### config.mk
export PLATFORM = sky130hd
export DESIGN_NAME = i2s_tx_serializer
export DESIGN_NICKNAME = d
export VERILOG_FILES = /design/src/rtl/i2s_tx_serializer.sv
export SDC_FILE = /design/constraint.sdc
export NUM_CORES = 1
export LEC_CHECK = 0
export ABC_AREA = 1
export CAP_MARGIN = 20
export CORE_AREA = 3 3 145 77
export DETAILED_ROUTE_END_ITERATION = 10
export DIE_AREA = 0 0 148 80
export PLACE_DENSITY = 0.55
export REMOVE_ABC_BUFFERS = 1
export SLEW_MARGIN = 20
export SYNTH_ARGS = -nofsm -noshare
export SYNTH_HDL_FRONTEND = slang
export SYNTH_SLANG_ARGS = --single-unit
### constraint.sdc
create_clock -name mclk -period 3.88 [get_ports mclk]
set_input_delay 0.776 -clock mclk [delete_from_list [all_inputs] [get_ports mclk]]
set_output_delay 0.776 -clock mclk [all_outputs]
set_load 0.02 [all_outputs]
### src/rtl/i2s_tx_serializer.sv
// I2S playback transmitter: holds one pending stereo sample and reloads it at each frame boundary.
// It serializes the sample MSB first and generates bclk, pblrc and a frame tick from one 8-bit counter.
module i2s_tx_serializer #(
  parameter int SAMPLE_BITS = 16
) (
  input  logic                   mclk,
  input  logic                   rst,
  input  logic [SAMPLE_BITS-1:0] in_l,
  input  logic [SAMPLE_BITS-1:0] in_r,
  input  logic                   in_valid,
  input  logic                   mute,
  output logic                   bclk,
  output logic                   pblrc,
  output logic                   pbdat,
  output logic                   frame_tick,
  output logic                   underrun,
  output logic                   overrun
);

  localparam logic [5:0] SB = 6'(SAMPLE_BITS);

  logic [7:0]             cnt_r;
  logic                   started_r;
  logic                   pending_r;
  logic [SAMPLE_BITS-1:0] hold_l_r;
  logic [SAMPLE_BITS-1:0] hold_r_r;
  logic [SAMPLE_BITS-1:0] frame_l_r;
  logic [SAMPLE_BITS-1:0] frame_r_r;

  logic [7:0]             cnt_next_s;
  logic                   load_s;
  logic [4:0]             slot_next_s;
  logic [5:0]             idx_s;
  logic [SAMPLE_BITS-1:0] word_s;
  logic [SAMPLE_BITS-1:0] shifted_s;
  logic                   pbdat_next_s;

  // Outputs are registered from the next counter value, so each one lines up with cnt.
  // The first cycle after reset holds cnt at 0 so that frame_tick marks that cycle.
  always_comb begin
    cnt_next_s   = started_r ? (cnt_r + 8'd1) : 8'd0;
    load_s       = started_r && (cnt_r == 8'hFF);
    slot_next_s  = cnt_next_s[6:2];
    word_s       = cnt_next_s[7] ? frame_r_r : frame_l_r;
    idx_s        = SB - {1'b0, slot_next_s};
    shifted_s    = word_s >> idx_s;
    if ((slot_next_s != 5'd0) && ({1'b0, slot_next_s} <= SB)) begin
      pbdat_next_s = shifted_s[0];
    end else begin
      pbdat_next_s = 1'b0;
    end
  end

  // Counter, sample holding and frame load, sticky flags and output flops.
  always_ff @(posedge mclk) begin
    if (rst) begin
      cnt_r      <= 8'd0;
      started_r  <= 1'b0;
      pending_r  <= 1'b0;
      hold_l_r   <= {SAMPLE_BITS{1'b0}};
      hold_r_r   <= {SAMPLE_BITS{1'b0}};
      frame_l_r  <= {SAMPLE_BITS{1'b0}};
      frame_r_r  <= {SAMPLE_BITS{1'b0}};
      underrun   <= 1'b0;
      overrun    <= 1'b0;
      bclk       <= 1'b0;
      pblrc      <= 1'b0;
      pbdat      <= 1'b0;
      frame_tick <= 1'b0;
    end else begin
      cnt_r      <= cnt_next_s;
      started_r  <= 1'b1;
      bclk       <= cnt_next_s[1];
      pblrc      <= cnt_next_s[7];
      pbdat      <= pbdat_next_s;
      frame_tick <= (cnt_next_s == 8'd0);
      if (load_s) begin
        // With nothing pending, hold still carries the previous sample, which is retransmitted.
        frame_l_r <= mute ? {SAMPLE_BITS{1'b0}} : hold_l_r;
        frame_r_r <= mute ? {SAMPLE_BITS{1'b0}} : hold_r_r;
        if (!pending_r) begin
          underrun <= 1'b1;
        end
      end
      if (in_valid) begin
        hold_l_r  <= in_l;
        hold_r_r  <= in_r;
        pending_r <= 1'b1;
        if (pending_r && !load_s) begin
          overrun <= 1'b1;
        end
      end else if (load_s) begin
        pending_r <= 1'b0;
      end
    end
  end

endmodule
==> reports/qor.yml, run 1 <==
sta:
  setup-violations-final: 0
  fmax_mhz: 367
  min_period_ns: 2.72
  post-route-period-util_pct: 70.2
  rsz0062_at_grt: "false"
  worst_slew_pin_slew_ns: 0.941
  fin_tns_setup_ns: 0
  maxSlewHeadroom_pct: 36.9
  hold_viol_final: 0
  fin_skew_ns: 0.00542
  finalMaxSlewViolations: 0
worst_setup_path:
  crit_family: "simple AND/OR/NAND/NOR gates"
  worst-endpoint-arrival_ns: 2.95
  slowest_stage: "nand3_1"
  end_kind: "register"
  cp.required_ns: 4.10
  crit_chain: "inv_1 -> nor2_2 -> nand3_1 -> nand3_1 -> inv_1 -> nand2_1 -> nand3_1 -> a21oi_1 -> nor2_1 -> nor2_1 -> nor2_1"
  path_buf_inv: 2
  r2r_slack_ns: 1.16
  cp-start-kind: "register"
  path_class: "reg2reg"
  crit_fanout: 21
  cpPeakStageDelay_ns: 0.74
synthesis:
  async_flop_share_pct: 0
  synth-edff-count: 0
  syn_area_per_cell_um2: 7.78
  ys_warn_count: 0
  netlist_instances: 441
  ys_ff_latch: 78
  ys_seq_area_share_pct: 45.5
  synthFlopType: "dfxtp_1"
  synthesis.area_mm2: 0.00343
  ys_types: 27
final_layout:
  area_growth_syn_to_layout_pct: 21.0
  layout-drive-gt1-share_pct: 11.2
  fin_nets: 506
  n_fill_cell: 1065
  diodes: 0
global_routing:
  grtUsageTotal_pct: 13.3
  grt-ovfl-total: 0
  grt_pass1_vias: 2646
  antenna_found_initial: 0
  grt_pass1_wl_mm: 12.8
  grt_max_degree: 61
routing:
  drc: 0
  wl_per_cell_um: 12.1
  routed_via_density: 4.72
  routed_wl_mm: 7.41
  drt-pass1-iter-count: 5
  vias: 2896
  drt_iter0_drc: 183
  ant_nets: 0
cts:
  postCtsSetupRepairBufs: 0
  cts_resized: 0
  clockBufferDepth: 2
  h-tree-depth: 3
  numClockSinks: 78
  cts_hold_buffers: 0
  clk_transition_reported_paths_ns: 0.05
  tritoncts: "built"
  numCtsBuffers: 9
  root_buffer: "clkbuf_16"
  worstSkewPairLatency_ns: 0.33
power:
  internal_power_mw: 1.33
  p_sw_mw: 0.368
  pwr-share-clk_pct: 43.9
  powerDensity_mw_per_mm2: 409
  p_total_mw: 1.70
  comb_power_share_pct: 6.4
  switching_share_pct: 21.7
  p_leak_nw: 1.65
  p_seq_share_pct: 49.6
  vdd_drop_max_v: 0.000191
die:
  ios: 42
  die_x_um: 148
  core_area_mm2: 0.0100
  initial_core_util_pct: 34.2
  die_area_mm2: 0.0118
  die_height_um: 80
  num_rows: 26
place:
  io_buffer_count: 41
  hpwl_mm: 4.86
  place_congestion: 0.814
outcome:
  status: "complete, no violations"
job:
  max_cap_viol_count: 0
min_path:
  hold_path.class: "reg2reg"
[synthesized netlist by cell type, drive strengths merged (6+ instances only)]
master   n  area share, %
inv     45            5.0
nand4   11            2.0
nand2   45            5.2
nor2    86            9.6
dfxtp   78             46
o21ai   36            5.3
a21oi   36            5.3
a211oi  26            9.5
nor3     6            1.2
nand3   35            5.1
clkbuf  18            2.0
buf     11            2.5
[logic make-up after synthesis]
logic type | count (synthesis) | synth area share (%)
flip-flops | 78 | 45.5
buffers and inverters | 75 | 9.55
adder cells (fa/ha/maj) | 2 | 0.729
AO/OA/AOI/OAI | 102 | 20.9
AND/OR/NAND/NOR | 184 | 23.3
[registers in the layout (all words and copies together) (netlist names), 7 cells and up]
register	cells
frame_l_r	16
frame_r_r	16
hold_l_r	16
hold_r_r	16
cnt_r	7
[layout by cell type, fill, tap and decap left out, drive strengths merged]
| master | synthesis | final |
|---|---|---|
| nor2 | 86 | 86 |
| dfxtp | 78 | 78 |
| nand2 | 45 | 45 |
| inv | 45 | 44 |
| clkdlybuf4s50 | 0 | 40 |
| a21oi | 36 | 36 |
| o21ai | 36 | 36 |
| nand3 | 35 | 35 |
| a211oi | 26 | 26 |
| clkbuf | 18 | 15 |
| nand4 | 11 | 11 |
| nor3 | 6 | 6 |
| buf | 11 | 5 |
| clkinv | 1 | 3 |
| o211ai | 2 | 2 |
| ha | 2 | 2 |
| o21bai | 1 | 1 |
| or2 | 1 | 1 |
| o21a | 1 | 1 |
[metal layers]
layer	track usage, %	part of all wire (%)
met1	19.2	53
met2	19.2	42
met3	4.08	4.5
met4	3.32	0.66
met5	0	0
[per-stage QoR]
stage / hold slack [ns] / cells / setup slack, ns / instance area, µm² / utilization, %
2_1_floorplan: 0.439 / 412 / 1.32 / 3280 / -
3_3_place_gp: 0.451 / 597 / 1.20 / 3890 / 38.8
3_5_place_dp: 0.455 / 597 / 1.17 / 3890 / 38.8
4_1_cts: 0.467 / 613 / 1.15 / 4150 / 41.4
5_1_grt: 0.486 / 613 / 0.840 / 4150 / 41.4
6_report: 0.460 / 613 / 1.16 / 4150 / 41.4
[worst paths after layout]
kind            start  endpoint  cells after the start
min reg2reg   overrun   overrun                      1
max reg2reg  cnt_r[0]     pbdat                     11
min           overrun   overrun                      1
max          cnt_r[0]     pbdat                     11
[area by class of cell]
cell class	count	area (µm²)	share of cell area [%]
multi-input combinational	288	1540	37.1
inverter	46	175	4.22
tap	140	175	4.22
sequential	78	1560	37.6
timing repair buffer	45	435	10.5
clock inverter	1	5.00	0.121
clock buffer	15	258	6.21
[power groups by stage]
stage / combinational [mW] / clock, mW / sequential (mW)
2_1_floorplan: 0.0420 / 0 / 0.858
3_3_place_gp: 0.110 / 0 / 0.861
3_5_place_dp: 0.111 / 0 / 0.861
4_1_cts: 0.111 / 0.767 / 0.843
5_1_grt: 0.124 / 0.802 / 0.847
6_report: 0.109 / 0.747 / 0.844
[worst reg2reg max path: stages (launching register included)]
cell and delay [ns]:
dfxtp_1 0.37, inv_1 0.07, nor2_2 0.22, nand3_1 0.39, nand3_1 0.74, inv_1 0.25
nand2_1 0.11, nand3_1 0.06, a21oi_1 0.19, nor2_1 0.07, nor2_1 0.09, nor2_1 0.06
Power figures use the tool's default switching activity.
==> inputs of run 2 (changes only) <==
--- a/config.mk
+++ b/config.mk
@@ -10,7 +10,7 @@
 export CORE_AREA = 3 3 145 77
 export DETAILED_ROUTE_END_ITERATION = 10
 export DIE_AREA = 0 0 148 80
-export PLACE_DENSITY = 0.55
+export PLACE_DENSITY = 0.57
 export REMOVE_ABC_BUFFERS = 1
 export SLEW_MARGIN = 20
 export SYNTH_ARGS = -nofsm -noshare
==> constraint.sdc (replaced) <==
create_clock -name mclk -period 2.22 [get_ports mclk]
set_input_delay 0.444 -clock mclk [delete_from_list [all_inputs] [get_ports mclk]]
set_output_delay 0.444 -clock mclk [all_outputs]
set_load 0.02 [all_outputs]
==> run 2 against run 1 <==
Compared with the run above:
- cell count increased by 1.5%
- non-clock buffer count increased by 10
- clock skew decreased by 0.00076 ns
- combinational power increased by 83%
- die area unchanged
- critical path type unchanged
- highest routed layer unchanged
==> reports/qor.yml, run 2 (synthesis results as in run 1) <==
global_routing:
  grt_pass1_wl_mm: 13.1
  grt_pass1_vias: 2711
  grt_max_degree: 61
  grt-ovfl-total: 0
  antenna_found_initial: 0
  grtUsageTotal_pct: 13.6
worst_setup_path:
  worst-endpoint-arrival_ns: 2.24
  cp.required_ns: 2.45
  path_class: "reg2reg"
  crit_chain: "ha_1 -> nand2_1 -> inv_1 -> nor3_2 -> inv_2 -> ha_1 -> or2_2 -> nand2_1 -> inv_1 -> nand3_1 -> nand2_1 -> nor2_1 -> nor2_1"
  cpPeakStageDelay_ns: 0.34
  path_buf_inv: 3
  crit_fanout: 4
  path_common_cell: "nand2_1"
  cp-start-kind: "register"
  rr_endpoint: "pbdat"
  reg2reg_from: "cnt_r[0]"
  slowest_stage: "dfxtp_1"
  worstRegToRegCells: 13
  end_kind: "register"
  crit_family: "simple AND/OR/NAND/NOR gates"
  r2r_slack_ns: 0.21
power:
  powerDensity_mw_per_mm2: 748
  pwr-share-clk_pct: 47.8
  switching_share_pct: 21.3
  p_sw_mw: 0.681
  internal_power_mw: 2.51
  p_leak_nw: 1.72
  p_seq_share_pct: 46.0
  comb_power_share_pct: 6.2
  vdd_drop_max_v: 0.000294
outcome:
  status: "complete, no violations"
place:
  hpwl_mm: 5.06
  place_congestion: 0.897
  dp_slack_ns: 0.167
  dp.cells: 607
  io_buffer_count: 41
routing:
  ant_nets: 0
  routed_via_density: 4.70
  vias: 2926
  wl_per_cell_um: 12.3
  drt-pass1-iter-count: 4
  routed_wl_mm: 7.62
  drt_iter0_drc: 197
  drc: 0
sta:
  hold_viol_final: 0
  fin_tns_setup_ns: 0
  maxSlewHeadroom_pct: 50.6
  setup-violations-final: 0
  min_period_ns: 2.01
  fin_skew_ns: 0.00466
  rsz0062_at_grt: "false"
  finalMaxSlewViolations: 0
  whs_ns: 0.466
  fin_ws_ns: 0.212
  fmax_mhz: 498
  worst_slew_pin_slew_ns: 0.741
  post-route-period-util_pct: 90.5
die:
  core_area_mm2: 0.0100
  num_rows: 26
  die_area_mm2: 0.0118
  initial_core_util_pct: 34.2
  ios: 42
  die_x_um: 148
  die_height_um: 80
final_layout:
  n_fill_cell: 1050
  area_growth_syn_to_layout_pct: 24.5
  layout_common_cells: "nor2_1, dfxtp_1, nand2_1"
  diodes: 0
  fin_nets: 516
  final_common_cell: "nor2_1"
  fin_cells: 622
  layout-drive-gt1-share_pct: 13.9
min_path:
  hold_path_end: "frame_r_r[1]"
  holdPathStages: 2
  min_from: "frame_r_r[1]"
  hold_path.class: "reg2reg"
cts:
  h-tree-depth: 3
  numClockSinks: 78
  worstSkewPairLatency_ns: 0.34
  clockBufferDepth: 2
  root_buffer: "clkbuf_16"
  tritoncts: "built"
  numCtsBuffers: 9
  clk_transition_reported_paths_ns: 0.06
job:
  max_cap_viol_count: 0
[run 2: changes by cell type in the layout (fill, tap and decap cells not counted), sizes merged]
cell | previous run | this run
clkinv | 3 | 4
inv | 44 | 45
bufinv | 0 | 2
clkbuf | 15 | 10
buf | 5 | 15
[run 2: timing repair]
item,4_1_cts,5_1_grt
hold buffers,0,0
resized for setup,0,2
buffers inserted,0,0
setup endpoints to repair,0,1
[run 2: layout make-up]
class,count,area (µm²),share of cell area [%]
clock buffers,10,229,5.36
clock inverters,5,75.1,1.76
inverters,46,175,4.10
multi-input cells,288,1550,36.2
flip-flops and latches,78,1560,36.5
well taps,140,175,4.10
repair buffers,55,510,11.9
[run 2: worst max path at each step]
stage               depth (start not counted)  slack, ns    end     start
finish                                     13       0.21  pbdat  cnt_r[0]
CTS                                        13       0.14  pbdat  cnt_r[0]
global route                               11       0.05  pbdat  cnt_r[0]
detailed placement                         13       0.17  pbdat  cnt_r[0]
floorplan                                  13      -0.34  pbdat  cnt_r[1]
global placement                           13       0.20  pbdat  cnt_r[1]
[run 2: per-stage QoR]
step	utilization, %	power (mW)	area (µm²)
3_5_place_dp	39.6	1.70	3960
3_3_place_gp	39.6	1.70	3960
2_1_floorplan	-	1.57	3280
6_report	42.6	3.20	4270
4_1_cts	42.6	3.24	4270
5_1_grt	42.6	3.33	4270
[run 2: worst reg2reg max path: stages (launching register included)]
cell	delay, ns
dfxtp_1	0.34
ha_1	0.20
nand2_1	0.11
inv_1	0.07
nor3_2	0.20
inv_2	0.06
ha_1	0.19
or2_2	0.29
nand2_1	0.11
inv_1	0.07
nand3_1	0.08
nand2_1	0.05
nor2_1	0.09
nor2_1	0.05
[run 2: metal layers]
layer | vias to the layer above | global-route usage (%) | wire, µm
met5 | - | 0 | 0
met2 | 52 | 20.3 | 3230
met3 | 6 | 3.91 | 381
met4 | 0 | 4.70 | 36
li1 | 1533 | - | -
met1 | 1335 | 18.8 | 3980
[run 2: power groups by stage]
stage                     clock (mW)  sequential [mW]  combinational [mW]
after detailed placement           0             1.50               0.201
after floorplan                    0             1.50              0.0735
after global routing            1.63             1.47               0.227
after CTS                       1.56             1.47               0.203
after global placement             0             1.50               0.201
final                           1.53             1.47               0.199
==> inputs of run 3 (changes only) <==
--- a/config.mk
+++ b/config.mk
@@ -16,3 +16,4 @@
 export SYNTH_ARGS = -nofsm -noshare
 export SYNTH_HDL_FRONTEND = slang
 export SYNTH_SLANG_ARGS = --single-unit
+export TNS_END_PERCENT = 50
==> results of run 3 <==
Final layout, timing and power as in run 2 (identical DEF).
